**src/rtl/spi_leader_xfer_if.sv**
```systemverilog
// Purpose: CPU-side control/status and SPI pin bundle for spi_leader_xfer.
// Latency: none (wires only).
// Backpressure: none; start is ignored by the engine while busy is high.
// master: engine view (takes start/config/tx_data/miso, drives busy/done/rx_data/sclk/mosi/cs_n).
// slave : environment view (register file plus follower pins).
interface spi_leader_xfer_if #(
    parameter int DATA_W = 16,
    parameter int NUM_CS = 4,
    parameter int DIV_W  = 8
);
    localparam int LW  = $clog2(DATA_W + 1);
    localparam int CSW = (NUM_CS > 1) ? $clog2(NUM_CS) : 1;

    logic              start;
    logic              cpol;
    logic              cpha;
    logic [DIV_W-1:0]  div;
    logic [LW-1:0]     len;
    logic [CSW-1:0]    cs_sel;
    logic [DATA_W-1:0] tx_data;
    logic              miso;
    logic              busy;
    logic              done;
    logic [DATA_W-1:0] rx_data;
    logic              sclk;
    logic              mosi;
    logic [NUM_CS-1:0] cs_n;

    modport master (
        input  start, cpol, cpha, div, len, cs_sel, tx_data, miso,
        output busy, done, rx_data, sclk, mosi, cs_n
    );

    modport slave (
        output start, cpol, cpha, div, len, cs_sel, tx_data, miso,
        input  busy, done, rx_data, sclk, mosi, cs_n
    );
endinterface

```
**src/rtl/spi_leader_xfer.sv**
```systemverilog
// Purpose: SPI leader transfer engine, 1..DATA_W bits, CPOL/CPHA modes, div+1 half-period, NUM_CS selects.
// Latency: start to done = (2L+1)*(div+1)+1 clk cycles; full duplex, MSB first.
// Backpressure: start is accepted only while busy=0 (the done cycle included); starts while busy are dropped.
// Ports: clk, rst (sync, active-high); bus (master modport): start/cpol/cpha/div/len/cs_sel/tx_data in,
//        busy/done/rx_data out, sclk/mosi/cs_n to the follower, miso from it.
module spi_leader_xfer #(
    parameter int DATA_W = 16,
    parameter int NUM_CS = 4,
    parameter int DIV_W  = 8
) (
    input  logic                clk,
    input  logic                rst,
    spi_leader_xfer_if.master   bus
);
    localparam int LW  = $clog2(DATA_W + 1);
    localparam int CSW = (NUM_CS > 1) ? $clog2(NUM_CS) : 1;
    // Edge counter must reach 2*DATA_W, which always fits in LW+1 bits.
    localparam int EW  = LW + 1;

    typedef enum logic [1:0] {IDLE, SHIFT, HOLD} state_t;

    state_t            state, state_nxt;
    logic [DIV_W:0]    cnt, cnt_nxt;
    logic [EW-1:0]     edge_cnt, edge_nxt;
    logic [LW-1:0]     len_l, len_nxt;
    logic [DIV_W-1:0]  div_l, div_nxt;
    logic              cpol_l, cpol_nxt;
    logic              cpha_l, cpha_nxt;
    logic [NUM_CS-1:0] cs_q, cs_nxt;
    logic [DATA_W-1:0] tx_sh, tx_nxt;
    logic [DATA_W-1:0] rx_sh, rx_nxt;
    logic [DATA_W-1:0] rxd_q, rxd_nxt;
    logic              sclk_q, sclk_nxt;
    logic              mosi_q, mosi_nxt;
    logic              busy_q, busy_nxt;
    logic              done_q, done_nxt;

    logic [LW-1:0]     l_in;
    logic [DATA_W-1:0] tx_al;
    logic [NUM_CS-1:0] cs_dec;
    logic              half_end;
    logic [EW-1:0]     k_nxt;
    logic [EW-1:0]     two_l;
    logic              do_drive;
    logic              do_sample;

    // Effective length: 0 or anything above DATA_W means a full-width transfer.
    always_comb begin
        l_in = bus.len;
        if (bus.len == '0 || bus.len > LW'(DATA_W)) begin
            l_in = LW'(DATA_W);
        end
    end

    // Left-justify the word so the first bit out is always the shift register MSB.
    assign tx_al = bus.tx_data << (LW'(DATA_W) - l_in);

    // Out-of-range select matches no output, so every cs_n stays high.
    always_comb begin
        cs_dec = '1;
        for (int i = 0; i < NUM_CS; i++) begin
            if (bus.cs_sel == CSW'(i)) begin
                cs_dec[i] = 1'b0;
            end
        end
    end

    assign half_end = (cnt == {1'b0, div_l});
    assign k_nxt    = edge_cnt + EW'(1);
    assign two_l    = {len_l, 1'b0};

    always_ff @(posedge clk) begin
        if (rst) begin
            state    <= IDLE;
            cnt      <= '0;
            edge_cnt <= '0;
            len_l    <= '0;
            div_l    <= '0;
            cpol_l   <= 1'b0;
            cpha_l   <= 1'b0;
            cs_q     <= '1;
            tx_sh    <= '0;
            rx_sh    <= '0;
            rxd_q    <= '0;
            sclk_q   <= 1'b0;
            mosi_q   <= 1'b0;
            busy_q   <= 1'b0;
            done_q   <= 1'b0;
        end else begin
            state    <= state_nxt;
            cnt      <= cnt_nxt;
            edge_cnt <= edge_nxt;
            len_l    <= len_nxt;
            div_l    <= div_nxt;
            cpol_l   <= cpol_nxt;
            cpha_l   <= cpha_nxt;
            cs_q     <= cs_nxt;
            tx_sh    <= tx_nxt;
            rx_sh    <= rx_nxt;
            rxd_q    <= rxd_nxt;
            sclk_q   <= sclk_nxt;
            mosi_q   <= mosi_nxt;
            busy_q   <= busy_nxt;
            done_q   <= done_nxt;
        end
    end

    always_comb begin
        state_nxt = state;
        cnt_nxt   = cnt;
        edge_nxt  = edge_cnt;
        len_nxt   = len_l;
        div_nxt   = div_l;
        cpol_nxt  = cpol_l;
        cpha_nxt  = cpha_l;
        cs_nxt    = cs_q;
        tx_nxt    = tx_sh;
        rx_nxt    = rx_sh;
        rxd_nxt   = rxd_q;
        sclk_nxt  = sclk_q;
        mosi_nxt  = mosi_q;
        busy_nxt  = busy_q;
        done_nxt  = 1'b0;
        do_drive  = 1'b0;
        do_sample = 1'b0;

        unique case (state)
            IDLE: begin
                sclk_nxt = bus.cpol;
                if (bus.start) begin
                    state_nxt = SHIFT;
                    cnt_nxt   = '0;
                    edge_nxt  = '0;
                    len_nxt   = l_in;
                    div_nxt   = bus.div;
                    cpol_nxt  = bus.cpol;
                    cpha_nxt  = bus.cpha;
                    cs_nxt    = cs_dec;
                    busy_nxt  = 1'b1;
                    rx_nxt    = '0;
                    // cpha=0 presents the first bit before the first edge;
                    // cpha=1 leaves mosi alone until the leading edge.
                    if (!bus.cpha) begin
                        mosi_nxt = tx_al[DATA_W-1];
                        tx_nxt   = {tx_al[DATA_W-2:0], 1'b0};
                    end else begin
                        tx_nxt   = tx_al;
                    end
                end
            end
            SHIFT: begin
                if (half_end) begin
                    cnt_nxt  = '0;
                    edge_nxt = k_nxt;
                    sclk_nxt = ~sclk_q;
                    if (k_nxt[0]) begin
                        // leading edge
                        do_drive  = cpha_l;
                        do_sample = ~cpha_l;
                    end else begin
                        // trailing edge; the last one has no further bit to drive
                        do_sample = cpha_l;
                        do_drive  = ~cpha_l && (k_nxt != two_l);
                    end
                    if (k_nxt == two_l) begin
                        state_nxt = HOLD;
                    end
                end else begin
                    cnt_nxt = cnt + 1'b1;
                end
            end
            HOLD: begin
                if (half_end) begin
                    state_nxt = IDLE;
                    busy_nxt  = 1'b0;
                    done_nxt  = 1'b1;
                    cs_nxt    = '1;
                    rxd_nxt   = rx_sh;
                end else begin
                    cnt_nxt = cnt + 1'b1;
                end
            end
            default: state_nxt = IDLE;
        endcase

        if (do_drive) begin
            mosi_nxt = tx_sh[DATA_W-1];
            tx_nxt   = {tx_sh[DATA_W-2:0], 1'b0};
        end
        // Shifting in from the bottom leaves the L bits right-aligned with zeros above.
        if (do_sample) begin
            rx_nxt = {rx_sh[DATA_W-2:0], bus.miso};
        end
    end

    assign bus.busy    = busy_q;
    assign bus.done    = done_q;
    assign bus.rx_data = rxd_q;
    assign bus.sclk    = sclk_q;
    assign bus.mosi    = mosi_q;
    assign bus.cs_n    = cs_q;
endmodule

```
**src/flat_wrapper.sv**
```systemverilog
// flat-port wrapper written by rule: the top's interface ports become plain ports
module spi_leader_xfer_flat 
#(
    parameter int DATA_W = 16,
    parameter int NUM_CS = 4,
    parameter int DIV_W  = 8
)
  (clk, rst, bus_start, bus_cpol, bus_cpha, bus_div, bus_len, bus_cs_sel, bus_tx_data, bus_miso, bus_busy, bus_done, bus_rx_data, bus_sclk, bus_mosi, bus_cs_n);
  spi_leader_xfer_if #(.DATA_W(DATA_W), .NUM_CS(NUM_CS), .DIV_W(DIV_W)) bus_i ();
  input  logic clk;
  input  logic rst;
  input wire logic [$bits(bus_i.start)-1:0] bus_start;
  input wire logic [$bits(bus_i.cpol)-1:0] bus_cpol;
  input wire logic [$bits(bus_i.cpha)-1:0] bus_cpha;
  input wire logic [$bits(bus_i.div)-1:0] bus_div;
  input wire logic [$bits(bus_i.len)-1:0] bus_len;
  input wire logic [$bits(bus_i.cs_sel)-1:0] bus_cs_sel;
  input wire logic [$bits(bus_i.tx_data)-1:0] bus_tx_data;
  input wire logic [$bits(bus_i.miso)-1:0] bus_miso;
  output wire logic [$bits(bus_i.busy)-1:0] bus_busy;
  output wire logic [$bits(bus_i.done)-1:0] bus_done;
  output wire logic [$bits(bus_i.rx_data)-1:0] bus_rx_data;
  output wire logic [$bits(bus_i.sclk)-1:0] bus_sclk;
  output wire logic [$bits(bus_i.mosi)-1:0] bus_mosi;
  output wire logic [$bits(bus_i.cs_n)-1:0] bus_cs_n;
  assign bus_i.start = bus_start;
  assign bus_i.cpol = bus_cpol;
  assign bus_i.cpha = bus_cpha;
  assign bus_i.div = bus_div;
  assign bus_i.len = bus_len;
  assign bus_i.cs_sel = bus_cs_sel;
  assign bus_i.tx_data = bus_tx_data;
  assign bus_i.miso = bus_miso;
  assign bus_busy = bus_i.busy;
  assign bus_done = bus_i.done;
  assign bus_rx_data = bus_i.rx_data;
  assign bus_sclk = bus_i.sclk;
  assign bus_mosi = bus_i.mosi;
  assign bus_cs_n = bus_i.cs_n;
  spi_leader_xfer #(.DATA_W(DATA_W), .NUM_CS(NUM_CS), .DIV_W(DIV_W)) u_core (.clk(clk), .rst(rst), .bus(bus_i));
endmodule
```
**config.mk**
```make
export PLATFORM = sky130hd
export DESIGN_NAME = spi_leader_xfer_flat
export DESIGN_NICKNAME = d
export VERILOG_FILES = /design/src/rtl/spi_leader_xfer_if.sv /design/src/rtl/spi_leader_xfer.sv /design/src/flat_wrapper.sv
export SDC_FILE = /design/constraint.sdc
export NUM_CORES = 1
export LEC_CHECK = 0
export BUFFER_PORTS_ARGS = -buffer_cell sky130_fd_sc_hd__buf_2
export CORE_MARGIN = 4
export CORE_UTILIZATION = 50
export CTS_CLUSTER_DIAMETER = 40
export DETAILED_ROUTE_END_ITERATION = 7
export PLACE_DENSITY_LB_ADDON = 0.3
export SLEW_MARGIN = 20
export SYNTH_ARGS = -nofsm -noshare
export SYNTH_HDL_FRONTEND = slang
export SYNTH_SLANG_ARGS = --single-unit
```
**constraint.sdc**
```tcl
create_clock -name clk -period 3.6 [get_ports clk]
set_input_delay 0.36 -clock clk [delete_from_list [all_inputs] [get_ports clk]]
set_output_delay 0.36 -clock clk [all_outputs]
set_load 0.01 [all_outputs]
```
## Word level (Yosys, flattened, before mapping)

Cells that the tools add are included.

- $add $sub $neg: 3
- Order comparisons: 1
- Equal/unequal tests: 14
- Shift operators: 1
- Mux-type cells: 43
- Bitwise gates (word level): 3
- Reductions and logical operators: 24

Operators by type and width:

| operator | count |
|---|---|
| 16-bit two-way mux | 7 |
| 9-bit two-way mux | 3 |
| 9-bit one-hot mux with 3 select lines | 1 |
| 1-bit two-way mux | 18 |
| 16-bit by 5-bit << shifter with 16-bit output | 1 |
| 6-bit two-way mux | 2 |
| 6-bit one-hot mux with 2 select lines | 1 |
| 3-bit AND reduction | 4 |
| 2-bit nonzero test | 6 |
| 2-bit AND reduction | 5 |
| 9-bit by 1-bit adder with 9-bit output, second input constant | 1 |
| 9-bit by 8-bit equality test with 1-bit output | 1 |
| 2-bit two-way mux | 4 |
| 4-bit two-way mux | 2 |
| 2-bit by 1-bit != test with 1-bit output, second input constant | 4 |
| 4-bit one-hot mux with 2 select lines | 1 |
| 6-bit by 1-bit adder with 6-bit output, second input constant | 1 |
| 2-bit equality test, second input constant | 3 |
| 6-bit equality test | 1 |
| 6-bit != test | 1 |
| 2-bit one-hot mux with 3 select lines | 1 |
| 5-bit greater-than comparator, second input constant | 1 |
| 5-bit logical NOT | 1 |
| 5-bit two-way mux | 1 |
| other kinds (11) | 18 |

- Bits in registers: 87
- Input port bits: 37
- Output and inout bits: 24
- Word-level logic and storage cells: 104

## Longest topological paths before layout

- Word-level depth: 9
- Depth in mapped cells: 14

## Worst setup path before layout

OpenSTA, ideal clock, no wires.

- Path type: input-to-reg
- From: input port bus_len[3]
- To: register u_core.tx_sh[12]
- Library setup time: 0.117 ns
- Arrival: 3.299 ns
- Required time: 3.483 ns
- Path slack: 0.185 ns
- Cell stages on the path: 11
- Buffers on the path: 1
- Cells stage by stage: or4_1 > ha_1 > nand2b_1 > ha_1 > buf_2 > mux2i_1 > nor3_1 > a21o_1 > a221o_1 > a311o_1 > a22o_1

- Cells in the longest elaborated chain, start to end: 9
- Elaborated cells on any way between the ends: 10
- Those cells by class: 1 x add/sub; 1 x order compare; 1 x shift; 5 x mux; 2 x reduce/logical

Ends and longest elaborated chain:

| item | line | RTL |
|---|---|---|
| from (decl) | flat_wrapper.sv:16 | `input wire logic [$bits(bus_i.len)-1:0] bus_len;` |
| 5-bit greater-than comparator or 5-bit logical NOT (tied branches) | spi_leader_xfer.sv:50 | `if (bus.len == '0 \|\| bus.len > LW'(DATA_W)) begin` |
| 1-bit logical OR | spi_leader_xfer.sv:50 |  |
| 5-bit two-way mux * | spi_leader_xfer.sv:50 |  |
| 5-bit subtractor * | spi_leader_xfer.sv:56 | `assign tx_al = bus.tx_data << (LW'(DATA_W) - l_in);` |
| 16-bit by 5-bit << shifter with 16-bit output * | spi_leader_xfer.sv:56 |  |
| 16-bit two-way mux * | spi_leader_xfer.sv:143 | `if (!bus.cpha) begin` |
| 16-bit two-way mux * | spi_leader_xfer.sv:130 | `if (bus.start) begin` |
| 16-bit two-way mux * | spi_leader_xfer.sv:127 | `unique case (state)` |
| 16-bit two-way mux * | spi_leader_xfer.sv:186 | `if (do_drive) begin` |
| to (signal assigned) | spi_leader_xfer.sv:98 | `tx_sh <= tx_nxt;` |
| to (decl) | spi_leader_xfer.sv:30 | `logic [DATA_W-1:0] tx_sh, tx_nxt;` |

Mark *: on every way between the ends. The rest lies on a longest branch, timed or not. The select of a mux whose other input is x is not followed.
A chain may end at the register's enable or synchronous reset.

## Worst setup path after layout

- From: input port bus_len[3]
- To: register u_core.tx_sh[8]

The elaborated chain is that of the path after synthesis.

==> results.md <==
* Row cnt at 35
* Reg2Reg Setup Slack at 0.74 ns
* Grt total ovfl at 0
* Die height at 106 µm
* Largest family of logic cells by synthesized area: simple AND/OR/NAND/NOR gates
* Die width at 106 µm
* Max VDD drop at between 0.2 and 0.25 mV
* Total CTS buffers at 9
* GRT Overall Usage at a little over a fifth
* CP Class: in -> reg
* Final Wtd Congestion at 0.870
* CP bufs+invs at 2
* Relative slew slack at 47.4%
* Yosys reg bits at 87
* Synth warn at 0
* Most frequent cell on the critical path: ha_1
* Slew Viols, Final at 0
* DIE AREA at 0.0113 mm²
* Post-synthesis sequential area ratio at about 36%
* Worst Path Required at 3.89 ns
* Synth Area in Compound Gates at approximately a fifth
* Post-Syn Instances at 611
* RR Startpoint: u_core.edge_cnt[0]$_SDFFE_PP0P_
* R2R cell count at 7
* Initial Util at roughly half
* Final cycle utilization of the critical path at 92.4%
* Leading area contributor after synthesis: dfxtp_1
* First-pass DRT Iterations at 5
* RSZ-0062 raised after global routing: false
* Hold path cells at 3
* Overall Power at between 0.002 and 0.0025 W
* Final wirelength at 11900 µm
* Final setup margin at about 0.27 ns
* Post-CTS Hold Buffers at 0
* Global-route wire length before repair at 19900 µm
* Most area-consuming cells after synthesis: dfxtp_1, nand2_1, a21oi_1, nor2_1, mux2i_1
* Max_cap viols at 0
* Largest fanout on the critical path at 7
* Mapped Nets at roughly 660
* H-tree lvl count at 3
* Placed standard-cell area at 0.00528 mm²
* Layout cells sized above 1 at 18.0%
* Post-Synth XOR/XNOR Area at 5.22%
* Fin crit period at 3.33 ns
* Post-Synth Simple-Gate Area at 24.2%
* Via density at 5.71
* Setup WS pre-CTS at -0.0336 ns
* Hold path start: bus_div[2]
* Post-synth EDFFs at 0
* Fin area at 0.00551 mm²
* Layout area overhead at 13.8%
* Antenna cell count at 0
* Critical Path, Cell by Cell: buf_2 > or4_1 > ha_1 > nand2b_1 > ha_1 > buf_4 > mux2i_1 > mux2_1 > mux2_2 > o41ai_1 > a31oi_1 > nor4_1 > a21o_1
* Post-route insts no fill at approximately 790
* CTS tree: done
* CP peak stage delay at between 0.5 and 0.6 ns
* RR Endpoint: u_core.tx_sh[13]$_SDFFE_PP0P_
* LEAKAGE at between 2 and 2.5 nW
* Most frequent cells after synthesis: nand2_1, dfxtp_1, a21oi_1
* Fin nets at 705
* Initial antenna violation count at 0
* Clock skew at around 0.012 ns
* Critical path arrival at 3.62 ns
* Largest net degree at the start of global routing at 44
* Setup violators final at 0
* CTS resizes at 0
* Main synth FF type: dfxtp_1
* Top delay family on crit path: simple AND/OR/NAND/NOR gates
* Number of global-route vias before repair at 4255
* Clk slew on worst S/H paths at 0.09 ns
* CP Launch Type: primary input
* Pwr/cell area at 413 mW/mm²
* Top-area cell type share of the netlist area at roughly 36%
* Synthesized area at approximately 0.0048 mm²
* FMAX at ~300 MHz
* Clock Tree Root: clkbuf_8
* Mux share of post-synthesis cell area at between 8 and 9%
* Number of cells after detailed placement at 778
* Vias at 4537
* Sink Count at 87
* CTS max path bufs at 2
* DRC at 0
* Core area at 0.00933 mm²
* Port bufs at 60
* Number of top-level pins at 61
* Adder-cell share of the synthesized area at 2.07%
* Status: complete, no violations
* Post-route ant nets at 0
* Worst Setup End Kind: flip-flop
* End of the worst hold path: u_core.div_l[2]$_SDFFE_PP0P_
* DR WL/cell at around 15 µm
* Synth cell types at 63
* CP max stage cell: or4_1
* Worst skew pair latency at 0.35 ns
* Type of the worst min-delay path: in -> reg
* Post-synthesis area per instance at 7.92 µm²
* TNS Setup at 0 ns
* Most common cell in the netlist: nand2_1
* Final hold viol count at 0
* DP Wirelength at about 8700 µm
* Asr flop ratio synth at 0%
* Worst Max-Slew Pin Slew at between 0.7 and 0.8 ns
* Iter 0 DRT Violations at around 220
* Post-CTS Setup Inserts at 0
## worst min-delay path, cell delays in order
cell     delay (ns)
buf_2          0.10
nand2_1        0.04
a21oi_1        0.05
## layout make-up
type	count	area (µm²)
clock buffers	12	155
clock inverters	4	76.3
repair buffers	83	473
inverters	12	45.0
well taps	129	161
multi-input cells	467	2860
fillers	869	3820
flip-flops and latches	87	1740
## logic make-up after synthesis
kind of cell / Yosys count
compound gates: 144
xor+xnor: 28
fa+ha+maj: 8
buf+inv: 57
flops: 87
mux: 34
simple gates: 253
## flip-flops by register name, summed over array words and instances, names as in the netlist
name / count
u_core.bus.busy: 1
u_core.bus.cs_n: 4
u_core.bus.done: 1
u_core.bus.mosi: 1
u_core.bus.rx_data: 16
u_core.bus.sclk: 1
u_core.cnt: 9
u_core.cpha_l: 1
u_core.div_l: 8
u_core.edge_cnt: 6
u_core.len_l: 5
u_core.rx_sh: 16
u_core.state: 2
u_core.tx_sh: 16
## cells in the final DEF, fill, tap and decap left out, types with 3 or more instances in the layout
cell type and count:
nand2_1 95, dfxtp_1 87, a21oi_1 69, nor2_1 61, buf_2 60, nand3_1 25, buf_4 23, mux2i_1 21
nor3_1 19, xor2_1 17, a211oi_1 15, inv_1 11, nand2b_1 11, clkbuf_8 11, xnor2_1 10, o21ai_0 10
ha_1 8, nor2b_1 6, nor4_1 6, a221oi_1 6, a21o_1 6, and2_1 5, nand4_1 5, mux4_2 5
mux2_2 5, o22ai_1 5, and3_1 4, o211ai_1 4, a22oi_1 4, a31oi_1 3, mux2_1 3
## per-stage QoR
stage / util, % / hold slack [ns]
5_1_grt: 59.1 / 0.230
6_report: 59.1 / 0.238
3_3_place_gp: 56.6 / 0.444
4_1_cts: 59.1 / 0.222
3_5_place_dp: 56.6 / 0.445
2_1_floorplan: - / 0.427
## power by group
| part | switching, W | internal [W] | leakage, nW |
|---|---|---|---|
| Clock | 0.000335 | 0.000432 | 0.113 |
| Sequential | 0.0000208 | 0.000993 | 0.705 |
| Combinational | 0.000296 | 0.000201 | 1.41 |
| Total | 0.000652 | 0.00163 | 2.23 |
## worst max-delay path by stage
| stage | startpoint | endpoint | slack (ns) | cells after the start |
|---|---|---|---|---|
| 2_1_floorplan | bus_len[3] | u_core.tx_sh[12]$_SDFFE_PP0P_ | 0.18 | 11 |
| 3_3_place_gp | bus_len[3] | u_core.tx_sh[12]$_SDFFE_PP0P_ | 0.07 | 13 |
| 3_5_place_dp | bus_len[3] | u_core.tx_sh[8]$_SDFFE_PP0P_ | -0.03 | 13 |
| 4_1_cts | bus_len[3] | u_core.tx_sh[8]$_SDFFE_PP0P_ | 0.32 | 13 |
| 5_1_grt | bus_len[3] | u_core.tx_sh[10]$_SDFFE_PP0P_ | 0.15 | 12 |
| 6_report | bus_len[3] | u_core.tx_sh[8]$_SDFFE_PP0P_ | 0.27 | 13 |
## routing by layer
metal / vias to the layer above / global-route usage [%] / wire (µm)
li1: 2245 / - / -
met1: 2150 / 27.9 / 5490
met5: - / 0 / 0
met2: 119 / 34.8 / 5710
met4: 0 / 6.01 / 221
met3: 23 / 4.49 / 485
No activity file was read; power rests on OpenSTA's default activity.
